## src/rtl/nibble_serial_add_ctrl_pkg.sv

```systemverilog
// Shared definitions for the nibble-serial adder sequencer.
// Contents: controller state encoding and the slice width constant.
package nibble_serial_add_ctrl_pkg;

  localparam int unsigned NIBBLE_W = 4;

  typedef enum logic {
    ST_IDLE = 1'b0,
    ST_RUN  = 1'b1
  } state_t;

endpackage

```

## src/rtl/nibble_serial_add_ctrl_fa4.sv

```systemverilog
// Combinational 4-bit adder slice, shared by the nibble-serial sequencer.
// Ports:
//   i_a, i_b  : 4-bit addends
//   i_c_in    : carry in
//   o_sum     : 4-bit sum
//   o_c_out   : carry out of bit 3
module nibble_serial_add_ctrl_fa4
  import nibble_serial_add_ctrl_pkg::*;
(
  input  logic [NIBBLE_W-1:0] i_a,
  input  logic [NIBBLE_W-1:0] i_b,
  input  logic                i_c_in,
  output logic [NIBBLE_W-1:0] o_sum,
  output logic                o_c_out
);

  logic [NIBBLE_W:0] w_full;

  assign w_full  = (NIBBLE_W+1)'(i_a) + (NIBBLE_W+1)'(i_b) + (NIBBLE_W+1)'(i_c_in);
  assign o_sum   = w_full[NIBBLE_W-1:0];
  assign o_c_out = w_full[NIBBLE_W];

endmodule

```

## src/rtl/nibble_serial_add_ctrl.sv

```systemverilog
// WIDTH-bit adder built from one 4-bit slice used once per clock, LS nibble first.
// Ports:
//   clk, rst     : clock, synchronous active-high reset
//   start        : request, accepted only while idle
//   a, b, c_in   : operands and carry-in, captured with an accepted start
//   busy         : operation in progress
//   done         : one-cycle pulse when sum/c_out/ovf are updated
//   sum, c_out   : result and carry out of the last completed operation
//   ovf          : two's-complement overflow of the last completed operation
module nibble_serial_add_ctrl
  import nibble_serial_add_ctrl_pkg::*;
#(
  parameter int unsigned WIDTH = 16
) (
  input  logic             clk,
  input  logic             rst,
  input  logic             start,
  input  logic [WIDTH-1:0] a,
  input  logic [WIDTH-1:0] b,
  input  logic             c_in,
  output logic             busy,
  output logic             done,
  output logic [WIDTH-1:0] sum,
  output logic             c_out,
  output logic             ovf
);

  localparam int unsigned NIBBLES = WIDTH / NIBBLE_W;
  localparam int unsigned CNT_W   = (NIBBLES > 1) ? $clog2(NIBBLES) : 1;
  localparam logic [CNT_W-1:0] LAST_CNT = CNT_W'(NIBBLES - 1);

  generate
    if ((WIDTH % NIBBLE_W) != 0 || WIDTH < NIBBLE_W) begin : g_bad_width
      $error("nibble_serial_add_ctrl: WIDTH must be a non-zero multiple of 4");
    end
  endgenerate

  state_t             r_state;
  logic [CNT_W-1:0]   r_cnt;
  logic [WIDTH-1:0]   r_a;
  logic [WIDTH-1:0]   r_b;
  logic [WIDTH-1:0]   r_res;
  logic               r_carry;

  logic [NIBBLE_W-1:0] w_slice_sum;
  logic                w_slice_co;
  logic                w_carry_msb;
  logic [WIDTH-1:0]    w_res_next;

  nibble_serial_add_ctrl_fa4 u_slice (
    .i_a     (r_a[NIBBLE_W-1:0]),
    .i_b     (r_b[NIBBLE_W-1:0]),
    .i_c_in  (r_carry),
    .o_sum   (w_slice_sum),
    .o_c_out (w_slice_co)
  );

  // New slice result enters at the MSB end; after NIBBLES shifts the LS nibble sits at bit 0.
  assign w_res_next  = (r_res >> NIBBLE_W) | (WIDTH'(w_slice_sum) << (WIDTH - NIBBLE_W));
  // Carry into the result MSB, recovered from the top bit of the final slice.
  assign w_carry_msb = r_a[NIBBLE_W-1] ^ r_b[NIBBLE_W-1] ^ w_slice_sum[NIBBLE_W-1];

  // Sequencer: operand capture, per-nibble shift/accumulate, result publish.
  always_ff @(posedge clk) begin
    if (rst) begin
      r_state <= ST_IDLE;
      r_cnt   <= '0;
      r_a     <= '0;
      r_b     <= '0;
      r_res   <= '0;
      r_carry <= 1'b0;
      busy    <= 1'b0;
      done    <= 1'b0;
      sum     <= '0;
      c_out   <= 1'b0;
      ovf     <= 1'b0;
    end else begin
      done <= 1'b0;
      case (r_state)
        ST_IDLE: begin
          if (start) begin
            r_a     <= a;
            r_b     <= b;
            r_carry <= c_in;
            r_cnt   <= '0;
            busy    <= 1'b1;
            r_state <= ST_RUN;
          end
        end
        ST_RUN: begin
          r_a     <= r_a >> NIBBLE_W;
          r_b     <= r_b >> NIBBLE_W;
          r_res   <= w_res_next;
          r_carry <= w_slice_co;
          r_cnt   <= r_cnt + CNT_W'(1);
          if (r_cnt == LAST_CNT) begin
            sum     <= w_res_next;
            c_out   <= w_slice_co;
            ovf     <= w_carry_msb ^ w_slice_co;
            done    <= 1'b1;
            busy    <= 1'b0;
            r_state <= ST_IDLE;
          end
        end
        default: r_state <= ST_IDLE;
      endcase
    end
  end

endmodule

```

## config.mk

```make
export PLATFORM = sky130hd
export DESIGN_NAME = nibble_serial_add_ctrl
export DESIGN_NICKNAME = d
export VERILOG_FILES = /design/src/rtl/nibble_serial_add_ctrl_pkg.sv /design/src/rtl/nibble_serial_add_ctrl_fa4.sv /design/src/rtl/nibble_serial_add_ctrl.sv
export SDC_FILE = /design/constraint.sdc
export NUM_CORES = 1
export LEC_CHECK = 0
export CAP_MARGIN = 20
export CORE_ASPECT_RATIO = 0.6
export CORE_MARGIN = 2
export CORE_UTILIZATION = 38
export CTS_CLUSTER_DIAMETER = 80
export CTS_CLUSTER_SIZE = 8
export DETAILED_ROUTE_END_ITERATION = 12
export PLACE_DENSITY = 0.67
export SYNTH_ARGS = -nofsm -noshare
export SYNTH_HDL_FRONTEND = slang
export SYNTH_HIERARCHICAL = 1
export SYNTH_SLANG_ARGS = --single-unit
```

## constraint.sdc

```tcl
create_clock -name clk -period 1.85 [get_ports clk]
set_input_delay 0.37 -clock clk [delete_from_list [all_inputs] [get_ports clk]]
set_output_delay 0.37 -clock clk [all_outputs]
set_load 0.005 [all_outputs]
```

==> results of run 1 <==
where the power goes:
part / internal (W) / switching (W) / total (W)
Clock: 0.00108 / 0.000609 / 0.00169
Sequential: 0.00153 / 0.0000421 / 0.00157
Combinational: 0.000241 / 0.000169 / 0.000410
flip-flops by register name, indices dropped and copies added (netlist names):
name / flops
r_res: 12
r_a: 16
r_cnt: 2
r_b: 16
r_carry: 1
r_state: 1
c_out: 1
done: 1
busy: 1
ovf: 1
sum: 16
area by class of cell:
cell class,count,area share [%]
Sequential cell,68,34.81
Tap cell,104,3.315
Multi-Input combinational cell,200,37.26
Timing Repair Buffer,67,16.70
Clock buffer,12,6.280
Clock inverter,4,1.243
Inverter,4,0.3825
layout by cell type, fill, tap and decap left out, drive strengths merged, types with 2 or more instances in the layout:
master          n
xor2            2
buf            14
fa              2
xnor2           3
ha              5
clkbuf         12
clkdlybuf4s50  53
nor2b           2
nand2          36
inv             4
mux2           25
a21oi          20
clkinv          3
mux2i          46
nor2           51
dfxtp          68
what timing repair did:
action / in CTS / in global routing
setup endpoints to repair: 1 / 3
setup buffers: 1 / 1
pin swaps: 0 / 3
resized for setup: 3 / 4
hold buffers: 0 / 0
worst max path at each step:
stage	startpoint	end	depth (start not counted)
final	r_a[0]	ovf	9
after CTS	r_a[0]	ovf	9
after floorplan	r_a[0]	ovf	9
after detailed placement	r_a[0]	ovf	9
after global placement	r_a[0]	ovf	9
after global routing	r_b[0]	ovf	9
cell families (layout without fill, tap and decap cells):
logic type	after synthesis	in the layout	share of synthesized area, %
compound gates	23	23	4.156
mux	71	71	27.16
xor+xnor	5	5	1.470
buf+inv	24	87	5.416
fa+ha+maj	7	7	3.443
flops	68	68	45.68
simple gates	94	94	12.68
metrics by stage:
| stage | total power (W) | setup WS (ps) | hold slack, ps |
|---|---|---|---|
| finish | 0.003663 | 47.80 | 379.2 |
| global route | 0.003808 | -78.39 | 383.2 |
| CTS | 0.003691 | 12.34 | 369.4 |
| detailed placement | 0.002003 | -61.81 | 443.6 |
| global placement | 0.001993 | -14.35 | 442.8 |
| floorplan | 0.001865 | 5.173 | 431.2 |
per-layer routing:
| metal | routed length (µm) | part of all wire [%] |
|---|---|---|
| met5 | 0 | 0 |
| met1 | 3310 | 53 |
| met3 | 342 | 5.5 |
| met2 | 2502 | 40 |
| met4 | 57 | 0.92 |
critical path, cell delays in order, from the launching register on:
cell      delay (ps)
dfxtp_2          340
fa_2             220
inv_2             40
fa_2             330
nor2b_1          140
o21ai_1           70
nand2b_1         110
xor2_1           190
xnor2_1           90
a211oi_1         180
==> flow_metrics.py, run 1 <==
metrics = {
    "power": {
        "power_density_nw_per_um2": 933.3,
        "leakage_nw": 1.615,
        "vdd_drop_max_v": 0.0004944,
    },
    "floorplanning": {
        "fp-row-count": 24,
        "start_util_pct": 40.18,
        "coreArea_um2": 7417,
        "ios": 56,
        "die_width_um": 118.3,
        "fp.dieArea_um2": 8591,
        "die_y_um": 72.60,
    },
    "global_route": {
        "track_usage_pct": 15.89,
        "grt_max_degree": 37,
        "use_met3_pct": 6.875,
        "gr-total-overflow": 0,
        "met2_usage_pct": 22.86,
        "use_met1_pct": 21.74,
        "antenna_found_initial": 0,
        "grt_pass1_vias": 2122,
        "grt_pass1_wl_mm": 10.47,
        "grt-busiest-layer": "met2",
    },
    "cts": {
        "cts.sinks": 68,
        "ctsRootBufferMaster": "clkbuf_16",
        "cts_tree": "yes",
        "cts_buffers": 9,
        "clock_latency_ps": 330,
        "clk_pin_slew_ps": 50,
        "cts_max_path_buffers": 2,
        "cts_max_level": 3,
    },
    "layout": {
        "seq_area_um2": 1366,
        "nNetsFinal": 393,
        "fin_util_pct": 52.92,
        "fin_area_um2": 3925,
        "finalNonFillerCells": 459,
        "layout-drive-gt1-share_pct": 18.03,
        "syn_to_final_growth_pct": 31.70,
        "antenna_cells": 0,
        "multi_input_area_um2": 1463,
        "fill_cells": 664,
    },
    "critical_path": {
        "crit_arrival_ps": 2040,
        "worstSetupPathType": "reg2reg",
        "critical_path_required_ps": 2090,
        "cp-start-kind": "register",
        "regToRegSetupSlack_ps": 50,
        "endpoint_kind": "register",
        "r2r-end": "ovf",
        "worst-r2r-cell-count": 9,
        "cp_max_fo": 2,
        "r2r_start": "r_a[0]",
    },
    "sta": {
        "min_period_over_period_pct": 97.42,
        "hold_violations": 0,
        "setup_viol": 0,
        "worst_pin_slew_ps": 344.4,
        "finalCriticalPeriod_ps": 1802,
        "slew_headroom_pct": 76.96,
        "setup_tns_ps": 0,
        "max_freq_mhz": 554.9,
        "rsz0062_at_grt": "true",
        "drv_slew": 0,
        "fin_skew_ps": 7.946,
    },
    "synth": {
        "syn-instance-count": 292,
        "synth_flop_cell": "dfxtp_1",
        "ys_ff_latch": 68,
        "syn_area_per_cell_um2": 10.21,
        "synth.distinct_cells": 28,
        "syn_area_um2": 2980,
        "synth.most_common_cell": "dfxtp_1",
        "synthTopCellsByCount": "68 x dfxtp_1, 51 x nor2_1, 46 x mux2i_1, 35 x nand2_1, 19 x a21oi_1",
        "asyncSetResetFlopFracSynth_pct": 0,
        "synth_top_area_cell": "dfxtp_1",
        "ys_top_cells_by_area": "dfxtp_1 46%, mux2i_1 15%, mux2_4 9.1%",
        "synth_warnings": 6,
        "yosysTopAreaCellShare_pct": 45.68,
        "synth_fp_nets": 335,
        "synth_edf_count": 0,
        "seq_area_frac_synth_pct": 45.68,
    },
    "job": {
        "cap_violations": 0,
    },
    "hold_path": {
        "hold_path_end": "done",
        "hp-class": "in2reg",
        "timing.hold.worst.start": "rst",
        "hold_depth": 2,
    },
    "status": {
        "status": "finished clean",
    },
    "routing": {
        "num_vias": 2077,
        "wl_per_cell_um": 13.54,
        "dr.pass1.iters": 4,
        "wirelength_mm": 6.213,
        "drc_errors": 0,
        "ant_nets": 0,
        "vias_per_cell": 4.525,
        "drt_first_iter_violations": 87,
    },
    "placed_design": {
        "dp.cells": 442,
        "place_area_um2": 3613,
        "routabilityCongestion": 0.7625,
        "place.detailed.hpwl_mm": 4.272,
        "numPortBuffers": 55,
    },
}
Power figures use the tool's default switching activity.
==> run 2: changes to the inputs <==
CTS_BUF_LIST = sky130_fd_sc_hd__clkbuf_8   (was not set)
RECOVER_POWER = 25   (was not set)
SYNTH_HIERARCHICAL = not set   (was 1)
==> run 2 against run 1 <==
Compared with the run above: register-to-register slack gained 70 ps; global-route usage shrank 0.23 points; non-clock buffer count shrank 3; critical path depth shrank 2; wire length shrank 9.1%; die area shrank 7.2%; worst setup slack gained 70 ps; flip-flop and latch count is the same.
==> flow_metrics.py, run 2 <==
metrics = {
    "sta": {
        "drv_slew": 0,
        "setup_viol": 0,
        "fin_skew_ps": 7.869,
        "max_freq_mhz": 577.3,
        "finalWorstSetupSlack_ps": 117.8,
        "worst_pin_slew_ps": 548.0,
        "min_period_over_period_pct": 93.63,
        "rsz0062_at_grt": "false",
        "hold_violations": 0,
        "finalCriticalPeriod_ps": 1732,
        "slew_headroom_pct": 63.42,
        "setup_tns_ps": 0,
    },
    "floorplanning": {
        "die_width_um": 113.9,
        "fp.dieArea_um2": 7970,
        "coreArea_um2": 6849,
        "fp-row-count": 23,
        "ios": 56,
        "die_y_um": 69.96,
        "start_util_pct": 40.23,
    },
    "cts": {
        "ctsRootBufferMaster": "clkbuf_8",
        "cts_tree": "yes",
        "cts_max_level": 3,
        "cts_max_path_buffers": 2,
        "cts_hold_buf": 0,
        "clk_pin_slew_ps": 80,
        "cts_buffers": 9,
        "cts.sinks": 68,
        "clock_latency_ps": 340,
        "cts_setup_buffers": 0,
        "post_cts_resized": 0,
    },
    "global_route": {
        "antenna_found_initial": 0,
        "grt_max_degree": 38,
        "grt_pass1_wl_mm": 9.715,
        "track_usage_pct": 15.66,
        "gr-total-overflow": 0,
        "grt_pass1_vias": 2001,
    },
    "synth": {
        "synth_mux_area_share_pct": 15.62,
        "seq_area_frac_synth_pct": 49.41,
        "synth_flop_cell": "dfxtp_1",
        "synth_edf_count": 0,
        "syn_area_per_cell_um2": 9.805,
        "synthXorXnorAreaFrac_pct": 0.9537,
        "syn-instance-count": 281,
        "ys_top_cells_by_area": "dfxtp_1 49%, mux2i_1 16%, nor2_1 9.9%",
        "synth_top_family_by_area": "multiplexers",
        "yosysTopAreaCellShare_pct": 49.41,
        "yosys.area_share.simple_pct": 12.13,
        "syn_area_um2": 2755,
        "synth.distinct_cells": 30,
        "synth-adder-area-share_pct": 3.270,
        "synth.most_common_cell": "nor2_1",
        "synth_fp_nets": 323,
        "synth_compound_area_share_pct": 13.12,
        "synth_top_area_cell": "dfxtp_1",
        "asyncSetResetFlopFracSynth_pct": 0,
        "synth_warnings": 0,
        "synthTopCellsByCount": "73 x nor2_1, 68 x dfxtp_1, 43 x mux2i_1, 28 x a21oi_1, 16 x a22o_1",
        "ys_ff_latch": 68,
    },
    "critical_path": {
        "crit_arrival_ps": 1970,
        "worstSetupPathType": "reg2reg",
        "regToRegSetupSlack_ps": 120,
        "cp-start-kind": "register",
        "critical_path_required_ps": 2090,
        "cp_max_fo": 2,
        "endpoint_kind": "register",
    },
    "power": {
        "p_sw_w": 0.0007796,
        "vdd_drop_max_v": 0.0004647,
        "power_w": 0.003116,
        "p_seq_share_pct": 50.1,
        "power_density_nw_per_um2": 866.9,
        "switching_share_pct": 25.02,
        "p_comb_share_pct": 11.4,
        "internal_power_w": 0.002337,
        "leakage_nw": 1.487,
        "p_clk_share_pct": 38.5,
    },
    "placed_design": {
        "preCtsSetupSlack_ps": 81.86,
        "place.detailed.hpwl_mm": 3.969,
        "numPortBuffers": 55,
        "place_area_um2": 3388,
        "routabilityCongestion": 0.7545,
    },
    "layout": {
        "fin_area_um2": 3595,
        "nNetsFinal": 377,
        "final_cell_mix": "73 x nor2_1, 68 x dfxtp_1, 53 x clkdlybuf4s50_1",
        "syn_to_final_growth_pct": 30.47,
        "layout-drive-gt1-share_pct": 9.118,
        "layout_commonest_cell": "nor2_1",
        "antenna_cells": 0,
        "top_regs": "r_a: 16 flops, r_b: 16 flops, sum: 16 flops",
    },
    "routing": {
        "wl_per_cell_um": 13.22,
        "drt_first_iter_violations": 96,
        "ant_nets": 0,
        "vias_per_cell": 4.829,
        "num_vias": 2062,
        "dr.pass1.iters": 4,
        "drc_errors": 0,
        "wirelength_mm": 5.646,
    },
    "job": {
        "cap_violations": 0,
    },
    "hold_path": {
        "hp-class": "reg2reg",
    },
    "status": {
        "status": "finished clean",
    },
}
[run 2: cell count changes after synthesis, sizes merged, moves of 2 or more]
cell    previous run  this run
nand2             36         2
mux2              25         0
nor2              51        74
a22o               0        17
a21oi             20        30
buf               13        18
clkbuf             7         3
mux2i             46        43
o21a               0         2
xor2               2         0
[run 2: routing by layer]
metal  track usage [%]  routed length [µm]  up-vias
met4             6.504                  86        0
met3             5.816                 289        8
met5                 0                   0        -
met1             21.71                3027      956
li1                  -                   -     1059
met2             21.69                2243       39
[run 2: cell type report]
class | instances | area, µm²
Fill cell | 653 | 3254
Multi-Input combinational cell | 187 | 1242
Timing Repair Buffer | 64 | 663.1
Inverter | 5 | 18.77
Clock inverter | 7 | 76.32
Sequential cell | 68 | 1361
Clock buffer | 9 | 123.9
Tap cell | 87 | 108.9
[run 2: worst max-delay path, cell delays in order, from the launching register on]
cell      delay, ps
dfxtp_1         370
fa_1            210
inv_1            60
fa_1            390
nand2b_1        180
a21oi_2         180
xnor2_1          80
a22o_1          170
[run 2: per-stage QoR]
step	instances	hold WS (ps)	utilization [%]
2_1_floorplan	281	448.5	-
4_1_cts	426	469.5	52.39
3_5_place_dp	410	457.4	49.47
5_1_grt	427	493.3	52.48
3_3_place_gp	410	460.9	49.47
6_report	427	466.1	52.48
[run 2: kinds of logic after synthesis]
kind of cell,Yosys count
multiplexers,43
buffers and inverters,26
adder cells (fa/ha/maj),6
XOR/XNOR,3
AO/OA/AOI/OAI,53
flip-flops,68
AND/OR/NAND/NOR,82
[run 2: final timing paths]
kind                             end   start  depth (start not counted)
worst max register to register   ovf  r_b[0]                          7
worst max-delay path             ovf  r_b[0]                          7
worst min-delay path            busy    busy                          1
worst min register to register  busy    busy                          1
[run 2: power by group through the flow]
stage | sequential, W | clock (W) | combinational (W)
6_report | 0.00156 | 0.00120 | 0.000355
5_1_grt | 0.00157 | 0.00131 | 0.000399
4_1_cts | 0.00156 | 0.00125 | 0.000359
3_5_place_dp | 0.00160 | 0 | 0.000357
3_3_place_gp | 0.00159 | 0 | 0.000353
2_1_floorplan | 0.00158 | 0 | 0.000236
==> run 3: changes to the inputs <==
CORE_UTILIZATION = 48   (was 38)
PLACE_DENSITY = 0.81   (was 0.67)
==> run 3 against run 2 <==
Compared with the run above: sequential power is essentially flat; maximum frequency shrank 1.7%; clock power is essentially flat; worst setup slack lost 29 ps; global-route usage grew 3.2 points; wire length shrank 1.8%; clock-buffer cell count is the same; flip-flop and latch count is the same; first-iteration DRC count shrank 16%; critical path type unchanged; critical endpoint unchanged; highest routed layer unchanged.
==> flow_metrics.py, run 3 (same netlist as run 2, synthesis figures left out) <==
metrics = {
    "status": {
        "status": "finished clean",
    },
    "placed_design": {
        "place.detailed.hpwl_mm": 3.878,
        "routabilityCongestion": 0.7732,
        "numPortBuffers": 55,
    },
    "power": {
        "vdd_drop_max_v": 0.0005198,
        "leakage_nw": 1.476,
        "power_w": 0.003121,
        "power_density_nw_per_um2": 877.7,
    },
    "sta": {
        "whs_ps": 475.2,
        "max_freq_mhz": 567.7,
        "setup_tns_ps": 0,
        "drv_slew": 0,
        "fin_skew_ps": 7.197,
        "hold_violations": 0,
        "rsz0062_at_grt": "false",
        "setup_viol": 0,
        "min_period_over_period_pct": 95.22,
        "worst_pin_slew_ps": 1117,
        "slew_headroom_pct": 25.55,
        "finalCriticalPeriod_ps": 1762,
    },
    "layout": {
        "fin_util_pct": 64.14,
        "antenna_cells": 0,
        "nNetsFinal": 377,
        "layout-drive-gt1-share_pct": 9.412,
        "final_cell_mix": "73 x nor2_1, 67 x dfxtp_1, 54 x clkdlybuf4s50_1",
        "layout_commonest_cell": "nor2_1",
        "fill_cells": 443,
        "syn_to_final_growth_pct": 29.06,
        "multi_input_area_um2": 1242,
        "seq_area_um2": 1363,
        "top_regs": "r_a: 16 flops, r_b: 16 flops, sum: 16 flops",
    },
    "cts": {
        "cts_hold_buf": 0,
        "cts_max_path_buffers": 2,
        "clk_pin_slew_ps": 80,
        "cts.sinks": 68,
        "clock_latency_ps": 340,
        "cts_buffers": 9,
        "cts_max_level": 3,
        "cts_tree": "yes",
        "ctsRootBufferMaster": "clkbuf_8",
    },
    "global_route": {
        "grt_pass1_wl_mm": 9.211,
        "track_usage_pct": 18.83,
        "grt_pass1_vias": 1954,
        "gr-total-overflow": 0,
        "grt-busiest-layer": "met2",
        "use_met3_pct": 6.264,
        "antenna_found_initial": 0,
        "grt_max_degree": 53,
        "use_met1_pct": 25.92,
        "met2_usage_pct": 26.97,
    },
    "floorplanning": {
        "die_y_um": 62.69,
        "ios": 56,
        "coreArea_um2": 5544,
        "die_width_um": 101.8,
        "fp-row-count": 21,
        "fp.dieArea_um2": 6382,
        "start_util_pct": 49.70,
    },
    "hold_path": {
        "hp-class": "reg2reg",
    },
    "critical_path": {
        "critPathMaxStageDelay_ps": 390,
        "worst-r2r-cell-count": 7,
        "r2r_start": "r_b[0]",
        "r2r-end": "ovf",
        "endpoint_kind": "register",
        "regToRegSetupSlack_ps": 90,
        "path_cells": "fa_1 -> inv_1 -> fa_1 -> nand2b_1 -> a21oi_2 -> xnor2_1 -> a22o_1",
        "crit_arrival_ps": 2000,
        "cp-start-kind": "register",
        "critPathLaunch": "r_b[0]",
        "critical_path_required_ps": 2090,
        "worstSetupPathType": "reg2reg",
        "cp_slowest_cell": "fa_1",
        "cp_max_fo": 3,
        "crit_top_cell": "fa_1",
        "crit_end": "ovf",
    },
    "routing": {
        "drt_first_iter_violations": 81,
        "num_vias": 2078,
        "dr.pass1.iters": 4,
        "drc_errors": 0,
        "ant_nets": 0,
        "vias_per_cell": 4.948,
        "wirelength_mm": 5.544,
        "wl_per_cell_um": 13.20,
    },
    "job": {
        "cap_violations": 0,
    },
}
run 3: metrics by stage:
step | cell area [µm²] | std cells | worst slack, ps
after floorplan | 2755 | 281 | 221.1
after global placement | 3359 | 402 | 163.8
after detailed placement | 3359 | 402 | 78.74
after CTS | 3560 | 418 | 67.42
after global routing | 3556 | 420 | 1.085
final | 3556 | 420 | 88.41
run 3: area by class of cell:
class                           count  area share [%]
Tap cell                           80           2.815
Inverter                            5          0.5278
Clock inverter                      7           2.146
Multi-Input combinational cell    187           34.94
Clock buffer                        9           3.483
Timing Repair Buffer               64           17.77
Sequential cell                    68           38.32
run 3: metal layers:
metal	vias up	routed length, µm
met5	-	0
met4	0	40
met3	6	368
met2	56	2384
met1	950	2751
li1	1066	-
run 3: worst min path at each step:
stage | from | end | slack (ps) | cells past startpoint
after floorplan | r_res[4] | sum[0] | 450 | 1
after global placement | busy | busy | 450 | 1
after detailed placement | busy | busy | 460 | 1
after CTS | sum[13] | sum[13] | 480 | 2
after global routing | r_res[5] | sum[1] | 500 | 1
final | sum[13] | sum[13] | 480 | 2
run 3: critical path, delay by kind of cell (launching register included):
family | cells | cell delay [ps]
fa+ha+maj | 2 | 600
compound gates | 2 | 370
flops | 1 | 360
simple gates | 1 | 180
xor+xnor | 1 | 90
buf+inv | 1 | 60
run 3: where the power goes:
part	internal [W]	leakage, nW	switching [W]
clock network	0.000628	0.0958	0.000581
registers	0.00152	0.554	0.0000419
logic	0.000184	0.826	0.000166
total	0.00233	1.48	0.000789
run 3: timing repair:
| action | 4_1_cts | 5_1_grt |
|---|---|---|
| hold endpoints to repair | 0 | 0 |
| setup endpoints to repair | 0 | 1 |
| setup buffers | 0 | 2 |
| gates resized for setup | 0 | 1 |
